File: src/rtl/display_arbiter.sv
// display_arbiter: round-robin arbiter that shares one display_signal engine
// among NUM_REQ debug requesters. The winner's word is latched, a start pulse
// is sent, and the requester is acked once the engine reports done again.
// Optional feature macro: DISPLAY_ARB_TIMEOUT_EN (abort a transfer after
// TIMEOUT cycles without done and raise a sticky timeout_err).
module display_arbiter #(
    parameter int NUM_REQ = 4,
    parameter int width   = 16,
    parameter int TIMEOUT = 1024
) (
    input  logic                     clock,
    input  logic                     reset,
    input  logic [NUM_REQ-1:0]       req,
    input  logic [NUM_REQ*width-1:0] req_data,
    output logic [NUM_REQ-1:0]       grant,
    output logic [NUM_REQ-1:0]       ack,
    output logic                     busy,
    output logic [width-1:0]         display_signal_data,
    output logic                     display_signal_start,
    input  logic                     display_signal_done,
    output logic                     timeout_err
);

    localparam int PTR_W = $clog2(NUM_REQ);
    localparam logic [NUM_REQ-1:0] ONE_HOT_BASE = NUM_REQ'(1);

    typedef enum logic [2:0] {
        S_IDLE,
        S_GRANT,
        S_START,
        S_WAIT_BUSY,
        S_WAIT_DONE
    } state_t;

    state_t               r_state;
    state_t               w_stateNext;
    logic [PTR_W-1:0]     r_ptr;
    logic [PTR_W-1:0]     w_ptrNext;
    logic [PTR_W-1:0]     r_win;
    logic [PTR_W-1:0]     w_winNext;
    logic [width-1:0]     r_data;
    logic [width-1:0]     w_dataNext;
    logic [NUM_REQ-1:0]   r_grant;
    logic [NUM_REQ-1:0]   w_grantNext;
    logic [NUM_REQ-1:0]   r_ack;
    logic [NUM_REQ-1:0]   w_ackNext;
    logic                 r_start;
    logic                 w_startNext;
    logic                 r_busy;
    logic                 w_busyNext;

    logic [PTR_W-1:0]     w_arbWin;
    logic [PTR_W-1:0]     w_scanIdx;
    logic                 w_arbFound;
    logic [width-1:0]     w_arbData;
    logic [PTR_W-1:0]     w_winWrap;
    logic                 w_timeoutHit;

    // Rotating priority scan: first set request at ptr, ptr+1, ... wrapping.
    always_comb begin
        w_arbWin   = '0;
        w_arbFound = 1'b0;
        w_scanIdx  = '0;
        for (int i = 0; i < NUM_REQ; i++) begin
            w_scanIdx = PTR_W'((int'(r_ptr) + i) % NUM_REQ);
            if (!w_arbFound && req[w_scanIdx]) begin
                w_arbFound = 1'b1;
                w_arbWin   = w_scanIdx;
            end
        end
    end

    assign w_arbData = req_data[int'(w_arbWin)*width +: width];
    assign w_winWrap = (r_win == PTR_W'(NUM_REQ-1)) ? '0 : r_win + 1'b1;

`ifdef DISPLAY_ARB_TIMEOUT_EN
    // The limit is TIMEOUT-2 so that the abort ack lands exactly TIMEOUT
    // cycles after the start pulse (counter clears on the START cycle and
    // the ack itself is one registered cycle later).
    localparam int COUNT_W = $clog2(TIMEOUT+1);
    localparam logic [COUNT_W-1:0] COUNT_LIMIT = COUNT_W'(TIMEOUT-2);

    logic [COUNT_W-1:0] r_count;
    logic               r_timeoutErr;

    assign w_timeoutHit = (r_count == COUNT_LIMIT);

    // Wait-cycle counter and sticky abort flag.
    always_ff @(posedge clock) begin
        if (reset) begin
            r_count      <= '0;
            r_timeoutErr <= 1'b0;
        end else begin
            if (r_state == S_START) begin
                r_count <= '0;
            end else if (r_state == S_WAIT_BUSY || r_state == S_WAIT_DONE) begin
                r_count <= r_count + 1'b1;
            end
            if (w_timeoutHit && ((r_state == S_WAIT_BUSY) ||
                                 (r_state == S_WAIT_DONE && !display_signal_done))) begin
                r_timeoutErr <= 1'b1;
            end
        end
    end

    assign timeout_err = r_timeoutErr;
`else
    assign w_timeoutHit = 1'b0;
    assign timeout_err  = 1'b0;
`endif

    // Next-state and next-output decode; outputs are registered below.
    always_comb begin
        w_stateNext = r_state;
        w_ptrNext   = r_ptr;
        w_winNext   = r_win;
        w_dataNext  = r_data;
        w_grantNext = '0;
        w_ackNext   = '0;
        w_startNext = 1'b0;
        w_busyNext  = r_busy;
        case (r_state)
            S_IDLE: begin
                w_busyNext = 1'b0;
                // The ack cycle is not allowed to arbitrate, which leaves
                // one idle (busy low) cycle between back-to-back transfers.
                if ((r_ack == '0) && (req != '0) && display_signal_done) begin
                    w_winNext   = w_arbWin;
                    w_dataNext  = w_arbData;
                    w_grantNext = ONE_HOT_BASE << w_arbWin;
                    w_busyNext  = 1'b1;
                    w_stateNext = S_GRANT;
                end
            end
            S_GRANT: begin
                w_startNext = 1'b1;
                w_stateNext = S_START;
            end
            S_START: begin
                w_stateNext = S_WAIT_BUSY;
            end
            S_WAIT_BUSY: begin
                if (w_timeoutHit) begin
                    w_ackNext   = ONE_HOT_BASE << r_win;
                    w_ptrNext   = w_winWrap;
                    w_stateNext = S_IDLE;
                end else if (!display_signal_done) begin
                    w_stateNext = S_WAIT_DONE;
                end
            end
            S_WAIT_DONE: begin
                if (display_signal_done || w_timeoutHit) begin
                    w_ackNext   = ONE_HOT_BASE << r_win;
                    w_ptrNext   = w_winWrap;
                    w_stateNext = S_IDLE;
                end
            end
            default: begin
                w_stateNext = S_IDLE;
            end
        endcase
    end

    // State, pointer and registered outputs; reset aborts without an ack.
    always_ff @(posedge clock) begin
        if (reset) begin
            r_state <= S_IDLE;
            r_ptr   <= '0;
            r_win   <= '0;
            r_data  <= '0;
            r_grant <= '0;
            r_ack   <= '0;
            r_start <= 1'b0;
            r_busy  <= 1'b0;
        end else begin
            r_state <= w_stateNext;
            r_ptr   <= w_ptrNext;
            r_win   <= w_winNext;
            r_data  <= w_dataNext;
            r_grant <= w_grantNext;
            r_ack   <= w_ackNext;
            r_start <= w_startNext;
            r_busy  <= w_busyNext;
        end
    end

    assign grant                = r_grant;
    assign ack                  = r_ack;
    assign busy                 = r_busy;
    assign display_signal_data  = r_data;
    assign display_signal_start = r_start;

endmodule

File: config.mk
export PLATFORM = sky130hd
export DESIGN_NAME = display_arbiter
export DESIGN_NICKNAME = d
export VERILOG_FILES = /design/src/rtl/display_arbiter.sv
export SDC_FILE = /design/constraint.sdc
export NUM_CORES = 1
export LEC_CHECK = 0
export BUFFER_PORTS_ARGS = -buffer_cell sky130_fd_sc_hd__buf_4
export CAP_MARGIN = 20
export CORE_AREA = 2 2 81 64
export DETAILED_ROUTE_END_ITERATION = 8
export DIE_AREA = 0 0 83 66
export PLACE_DENSITY = 0.71
export SYNTH_ARGS = -nofsm -noshare
export SYNTH_HDL_FRONTEND = slang
export SYNTH_SLANG_ARGS = --single-unit
File: constraint.sdc
create_clock -name clock -period 3.3 [get_ports clock]
set_input_delay 0.825 -clock clock [delete_from_list [all_inputs] [get_ports clock]]
set_output_delay 0.825 -clock clock [all_outputs]
set_load 0.01 [all_outputs]
==> key figures, run 1 <==
Run status
  – Outcome: finished clean

Floorplan
  – Ports: 98
  – FP Rows: 22
  – Die height: 66 µm
  – Die width: 83 µm
  – Starting Density: 38.1%
  – DIE AREA: roughly 5500 µm²
  – Core Area: 4710 µm²

Synth
  – Post-Synthesis Cells: 199
  – Count leader, synth: dfxtp_1
  – Top cells by area, synth: dfxtp_1 37%, mux2i_1 10%, a21boi_0 7.1%
  – Largest area contributor in the netlist: dfxtp_1
  – Yosys warns: 0
  – Mapped Nets: 271
  – Synthesized area: 1790 µm²
  – Post-synth EDFFs: 0
  – Most used flip-flop cell after synthesis: dfxtp_1
  – Share of the synthesized area in the top cell type: between 30 and 40%
  – Synthesized area per cell: 9.02 µm²
  – Synth cell types: 33
  – Async SR Flop Fraction: 0%
  – Flops & latches, synth: 33
  – Register area share after synthesis: approximately 37%
  – Commonest cells in the netlist: 33 x dfxtp_1, 20 x nand2_1, 19 x and3_1

Run
  – Max cap viols: 0

Detailed routing
  – DRC: 0
  – ANT nets after route: 0
  – Vias: ~1800
  – Wirelength per Cell: between 10 and 15 µm
  – Initial detailed-routing violation count: 63
  – DRT Pass-1 Iters: 4
  – Routed WL: 4.92 mm
  – Vias per cell: between 5 and 6

Finish
  – Layout cells sized above 1: 42.0%
  – Fin area: around 2700 µm²
  – Layout Nets: 366
  – FILL cells: 452
  – Antenna diodes: 0
  – Syn-to-layout area delta: 47.9%

Clocking
  – CTS clock-pin slew for the worst setup and hold paths: 0.07 ns
  – CTS root buf: clkbuf_8
  – CTS Sinks: 33
  – TritonCTS Buffers: 5
  – CTS Hold Buffers Added: 0
  – Clk Latency, worst-skew pair: 0.28 ns
  – Post-CTS resize count: 0
  – CTS tree: built
  – Post-CTS Setup Repair Bufs: 0
  – CTS max path bufs: 2
  – Htree depth: 2

Pwr
  – Peak VDD IR: ~0.19 mV
  – PwrDens: roughly 360 nW/µm²
  – LEAKAGE: 1.25 nW

Worst setup path
  – RR Endpoint: display_signal_data[15]$_SDFFE_PP0P_
  – Critical path arrival: about 2.6 ns
  – CP Launch Type: primary input
  – Worst setup path endpoint: display_signal_data[6]$_SDFFE_PP0P_
  – R2R depth: 6
  – Worst Setup SP: req[1]
  – R2r startpoint: ack[1]$_SDFF_PP0_
  – Reg2Reg Setup Slack: 1.02 ns
  – CP endpoint kind: flip-flop
  – Critical Path RT: 3.46 ns
  – Crit Path Class: in2reg
  – Critical path peak fanout: 20

Placement
  – Port Buffers: 96
  – Placed cell area: 2560 µm²
  – Post-DP HPWL: 3.65 mm
  – Placer Congestion: 0.756

Min path
  – Hold WC Path Type: reg2reg

Global routing
  – Grt total ovfl: 0
  – Initial antenna violation count: 0
  – First-pass GRT wire length: between 7 and 8 mm
  – Vias in the first global route: 1670
  – Gr usage total: 17.9%
  – Largest net degree at the start of global routing: 35

Timing
  – Max Fclk: 411 MHz
  – Final period utilization: 73.7%
  – Final Max Slew Viols: 0
  – Final Critical Period: 2.43 ns
  – Worst-Margin Slew: 1.07 ns
  – Hold Vio Cnt, Final: 0
  – RSZ-0062 raised after global routing: no
  – Max_slew headroom: 28.4%
  – Setup violators final: 0
  – Fin Setup TNS: 0 ns
  – Worst clock skew: 0.00425 ns
layout by cell type, fill, tap and decap left out, types with 6 or more instances in the layout:
cell type and count:
dfxtp_1 33, o21ai_0 9, buf_4 100, and3_1 19, o211ai_1 7, mux2i_1 18
o21ai_1 6, nor2_1 10, o211ai_2 9, nand2_1 20, a21boi_0 17
cells by family (layout without fill, tap and decap cells):
family	Yosys count	in the layout	share of synthesized area, %
compound gates	58	58	25.4
fa+ha+maj	1	1	0.697
buf+inv	13	109	3.56
flops	33	33	36.8
mux	18	18	10.0
other cells	1	1	0.209
simple gates	75	75	23.3
critical path: stages:
cell and delay, ns:
buf_4 0.12, nor2b_1 0.17, a211o_1 0.16, and2_1 0.84
mux2i_1 0.37, o211ai_2 0.09
layout make-up:
type	count	area, µm²	share of cell area [%]
Clock buffer	6	72.6	2.73
Multi-Input combinational cell	153	1070	40.5
Clock inverter	2	10.0	0.377
Timing Repair Buffer	101	762	28.7
Tap cell	60	75.1	2.83
Sequential cell	33	661	24.9
registers in the layout (all words and copies together) (netlist names):
name                  flops
r_state                   3
r_win                     2
busy                      1
r_ptr                     2
display_signal_data      16
ack                       4
display_signal_start      1
grant                     4
where the power goes:
| part | total [W] | switching, W | leakage, nW | internal [W] |
|---|---|---|---|---|
| Sequential | 0.000442 | 0.0000179 | 0.269 | 0.000424 |
| Clock | 0.000288 | 0.000142 | 0.0450 | 0.000146 |
| Combinational | 0.000233 | 0.000102 | 0.936 | 0.000131 |
| Total | 0.000963 | 0.000262 | 1.25 | 0.000702 |
layer usage:
metal	track usage [%]	share of wire [%]	up-vias
li1	-	-	921
met1	21.5	44	802
met2	29.6	46	72
met3	6.74	8.9	7
met4	6.35	1.2	0
met5	0	0	-
stage by stage:
| step | total power (W) | util [%] | cells | setup WS (ns) | hold slack [ns] |
|---|---|---|---|---|---|
| 3_3_place_gp | 0.000678 | 54.4 | 346 | 0.512 | 0.442 |
| 5_1_grt | 0.00101 | 56.4 | 355 | 0.769 | 0.502 |
| 2_1_floorplan | 0.000560 | - | 199 | 0.977 | 0.463 |
| 6_report | 0.000963 | 56.4 | 355 | 0.869 | 0.459 |
| 4_1_cts | 0.000971 | 56.1 | 354 | 0.684 | 0.461 |
| 3_5_place_dp | 0.000683 | 54.4 | 346 | 0.379 | 0.448 |
worst min-delay path by stage:
stage                                                    from                             endpoint  slack (ns)  depth (start not counted)
after CTS                                   busy$_SDFFE_PP0N_                    busy$_SDFFE_PP0N_        0.46                          2
after global placement                      busy$_SDFFE_PP0N_                    busy$_SDFFE_PP0N_        0.44                          2
after floorplan                       r_state[1]$_SDFFE_PP0P_      display_signal_start$_SDFF_PP0_        0.46                          1
after global routing      display_signal_data[9]$_SDFFE_PP0P_  display_signal_data[9]$_SDFFE_PP0P_        0.50                          2
final                                       busy$_SDFFE_PP0N_                    busy$_SDFFE_PP0N_        0.46                          2
after detailed placement  display_signal_data[9]$_SDFFE_PP0P_  display_signal_data[9]$_SDFFE_PP0P_        0.45                          2
Power figures use the tool's default switching activity.
==> run 2, diff against run 1 <==
==> config.mk (replaced) <==
export PLATFORM = sky130hd
export DESIGN_NAME = display_arbiter
export DESIGN_NICKNAME = d
export VERILOG_FILES = /design/src/rtl/display_arbiter.sv
export SDC_FILE = /design/constraint.sdc
export NUM_CORES = 1
export LEC_CHECK = 0
export ABC_AREA = 1
export BUFFER_PORTS_ARGS = -buffer_cell sky130_fd_sc_hd__buf_4
export CAP_MARGIN = 20
export CORE_AREA = 2 2 93 73
export DETAILED_ROUTE_END_ITERATION = 8
export DIE_AREA = 0 0 95 75
export PLACE_DENSITY = 0.69
export SYNTH_ARGS = -nofsm -noshare
export SYNTH_HDL_FRONTEND = slang
export SYNTH_SLANG_ARGS = --single-unit
==> constraint.sdc (replaced) <==
create_clock -name clock -period 2.1 [get_ports clock]
set_input_delay 0.525 -clock clock [delete_from_list [all_inputs] [get_ports clock]]
set_output_delay 0.525 -clock clock [all_outputs]
set_load 0.01 [all_outputs]
==> run 2 against run 1 <==
Effect of this change:
- critical path type is now reg2reg
- power is 100% higher
- largest power group unchanged
- combinational power rose to 3.1 times the previous value
- via count rose by 43%
- first-iteration DRC count grew 84%
- register-to-register slack worse by 0.79 ns
- final area is 25% higher
- sequential share of layout area down 5.0 points
==> key figures, run 2 <==
Run status
  – Outcome: finished clean

Worst setup path
  – Critical Path RT: 2.29 ns
  – Critical path peak fanout: 9
  – CP Launch Type: flip-flop
  – Critical path arrival: 2.06 ns
  – Most used cell, CP: nand2_1
  – Worst path max stage delay: 0.46 ns
  – CP Cell Sequence: inv_8, nand2_1, nand3_1, nand2_2, inv_2, nand2_1, nand2_1, nand2_1, nand2_4, nand2_4, buf_4, nand2_1, nand3_1, nand3_1, nand2_1, inv_1
  – Slowest CP cell: dfxtp_2
  – Reg2Reg Setup Slack: 0.23 ns
  – CP endpoint kind: flip-flop
  – Crit Path Class: reg2reg

Placement
  – Port Buffers: 96
  – Post-DP HPWL: roughly 5.1 mm
  – Dpl ws: 0.0827 ns
  – Placed instance count: roughly 550
  – Placer Congestion: between 0.8 and 0.9

Synth
  – Yosys warns: 0
  – Register area share after synthesis: 27.3%
  – Largest area contributor in the netlist: dfxtp_1
  – Post-synthesis mux area share: 0%
  – Flops & latches, synth: 33
  – Count leader, synth: inv_1
  – Post-synth EDFFs: 0
  – Synth Area in XOR/XNOR: 0%
  – Synthesized area: 2420 µm²
  – Largest family of logic cells by synthesized area: simple AND/OR/NAND/NOR gates
  – Commonest cells in the netlist: 92 x inv_1, 83 x nand2_1, 78 x nand3_1
  – Synthesized area per cell: 6.29 µm²
  – Post-Synthesis Cells: around 380
  – Post-synthesis compound-gate area fraction: 7.72%
  – Async SR Flop Fraction: 0%
  – Share of the synthesized area in the top cell type: a little over a quarter
  – Simple-Gate Fraction of Synth Area: a little over two fifths
  – Top cells by area, synth: dfxtp_1 27%, nand3_1 16%, inv_1 14%
  – Mapped Nets: around 460
  – Adder-cell share of the synthesized area: 0.518%
  – Synth cell types: 29
  – Most used flip-flop cell after synthesis: dfxtp_1

Detailed routing
  – Vias per cell: 4.58
  – ANT nets after route: 0
  – Vias: 2576
  – Wirelength per Cell: roughly 11 µm
  – Routed WL: around 6.4 mm
  – Initial detailed-routing violation count: around 120
  – DRC: 0
  – DRT Pass-1 Iters: 4

Timing
  – Fin Setup TNS: 0 ns
  – Final Max Slew Viols: 0
  – Max Fclk: between 500 and 600 MHz
  – Setup violators final: 0
  – PnR worst setup slack: 0.231 ns
  – Final Critical Period: approximately 1.9 ns
  – RSZ-0062 raised after global routing: no
  – Final period utilization: 89.0%
  – Worst clock skew: 0.00530 ns
  – Hold Vio Cnt, Final: 0

Clocking
  – CTS Sinks: 33
  – CTS tree: built
  – Htree depth: 2
  – CTS max path bufs: 2
  – TritonCTS Buffers: 5
  – CTS clock-pin slew for the worst setup and hold paths: 0.07 ns
  – CTS Hold Buffers Added: 0
  – Clk Latency, worst-skew pair: 0.29 ns
  – CTS root buf: clkbuf_8

Finish
  – FILL cells: 612
  – Max reg flops: 16
  – Layout cells sized above 1: between 30% and 40%
  – Most frequent cells in the layout: 104 x buf_4, 92 x inv_1, 83 x nand2_1
  – Non-filler instance count after layout: 562
  – Area of the multi-input gates: 1250 µm²
  – Syn-to-layout area delta: 37.8%
  – Storage cell area: 662 µm²
  – Antenna diodes: 0
  – Final Core Density: approximately 54%
  – Layout Nets: between 500 and 600
  – Most common cell after layout, fill and taps aside: buf_4

Floorplan
  – Ports: 98
  – DIE AREA: 7130 µm²
  – FP Rows: 25
  – Die height: ~75 µm
  – Core Area: 6160 µm²
  – Die width: 95 µm
  – Starting Density: 39.2%

Pwr
  – Combinational Power Share: 37.5%
  – LEAKAGE: 1.93 nW
  – Clock group share of total power: 24.1%
  – Flop pwr share: 38.4%
  – Switching Share: roughly 34%
  – P_sw: 0.000652 W
  – P_int: roughly 0.0013 W
  – Peak VDD IR: 0.279 mV
  – PwrDens: 580 nW/µm²

Global routing
  – Gr usage total: 18.3%
  – Vias in the first global route: 2241
  – Global route hottest layer: met2
  – Largest net degree at the start of global routing: 37
  – Initial antenna violation count: 0
  – Met2 usage: 28.8%
  – Grt total ovfl: 0
  – Met3 Use GR: 5.31%
  – M1 GR Usage: 25.3%
  – First-pass GRT wire length: 10.2 mm

Run
  – Max cap viols: 0

Min path
  – Hold WC Path Type: in2reg
run 2: routing by layer:
| metal | routed length [µm] | up-vias |
|---|---|---|
| met2 | 2960 | 74 |
| met3 | 372 | 8 |
| met5 | 0 | - |
| met4 | 70 | 0 |
| met1 | 3020 | 1123 |
| li1 | - | 1371 |
run 2: area by class of cell:
class | instances | share of cell area [%]
Sequential cell | 33 | 19.9
Clock inverter | 2 | 0.301
Timing Repair Buffer | 108 | 25.9
Clock buffer | 6 | 2.18
Multi-Input combinational cell | 236 | 37.5
Tap cell | 81 | 3.04
Inverter | 96 | 11.3
run 2: final timing paths:
check | start | end | cells after the start
hold / removal | reset | r_state[0]$_SDFFE_PP0P_ | 2
setup / recovery | r_ptr[0]$_SDFFE_PP0N_ | display_signal_data[2]$_SDFFE_PP0P_ | 16
setup reg to reg | r_ptr[0]$_SDFFE_PP0N_ | display_signal_data[2]$_SDFFE_PP0P_ | 16
hold reg to reg | busy$_SDFFE_PP0N_ | busy$_SDFFE_PP0N_ | 2
run 2: cell families after synthesis:
family	after synthesis
AO/OA/AOI/OAI	29
adder cells (fa/ha/maj)	1
buffers and inverters	115
flip-flops	33
other	1
AND/OR/NAND/NOR	205
run 2: through the flow:
step                      hold WS [ns]  cell area (µm²)  power, W
final                            0.464             3330   0.00193
after global routing             0.454             3330   0.00207
after CTS                        0.468             3330   0.00195
after detailed placement         0.465             3250   0.00148
after global placement           0.464             3250   0.00147
after floorplan                  0.451             2420   0.00118
run 2: worst max-delay path: cells and delay by family (launching register included):
| kind | cells | cell delay, ns |
|---|---|---|
| and+or+nand+nor | 12 | 0.98 |
| DFF | 1 | 0.46 |
| buffers and inverters | 4 | 0.32 |
run 2: power groups by stage:
stage / sequential [W] / combinational (W) / clock, W
2_1_floorplan: 0.000774 / 0.000406 / 0
3_3_place_gp: 0.000755 / 0.000716 / 0
3_5_place_dp: 0.000757 / 0.000727 / 0
4_1_cts: 0.000743 / 0.000731 / 0.000473
5_1_grt: 0.000751 / 0.000803 / 0.000514
6_report: 0.000743 / 0.000724 / 0.000465
run 2: timing repair:
item | in CTS | in global routing
endpoints found under the setup margin | 0 | 16
resized for setup | 0 | 1
buffers inserted | 0 | 0
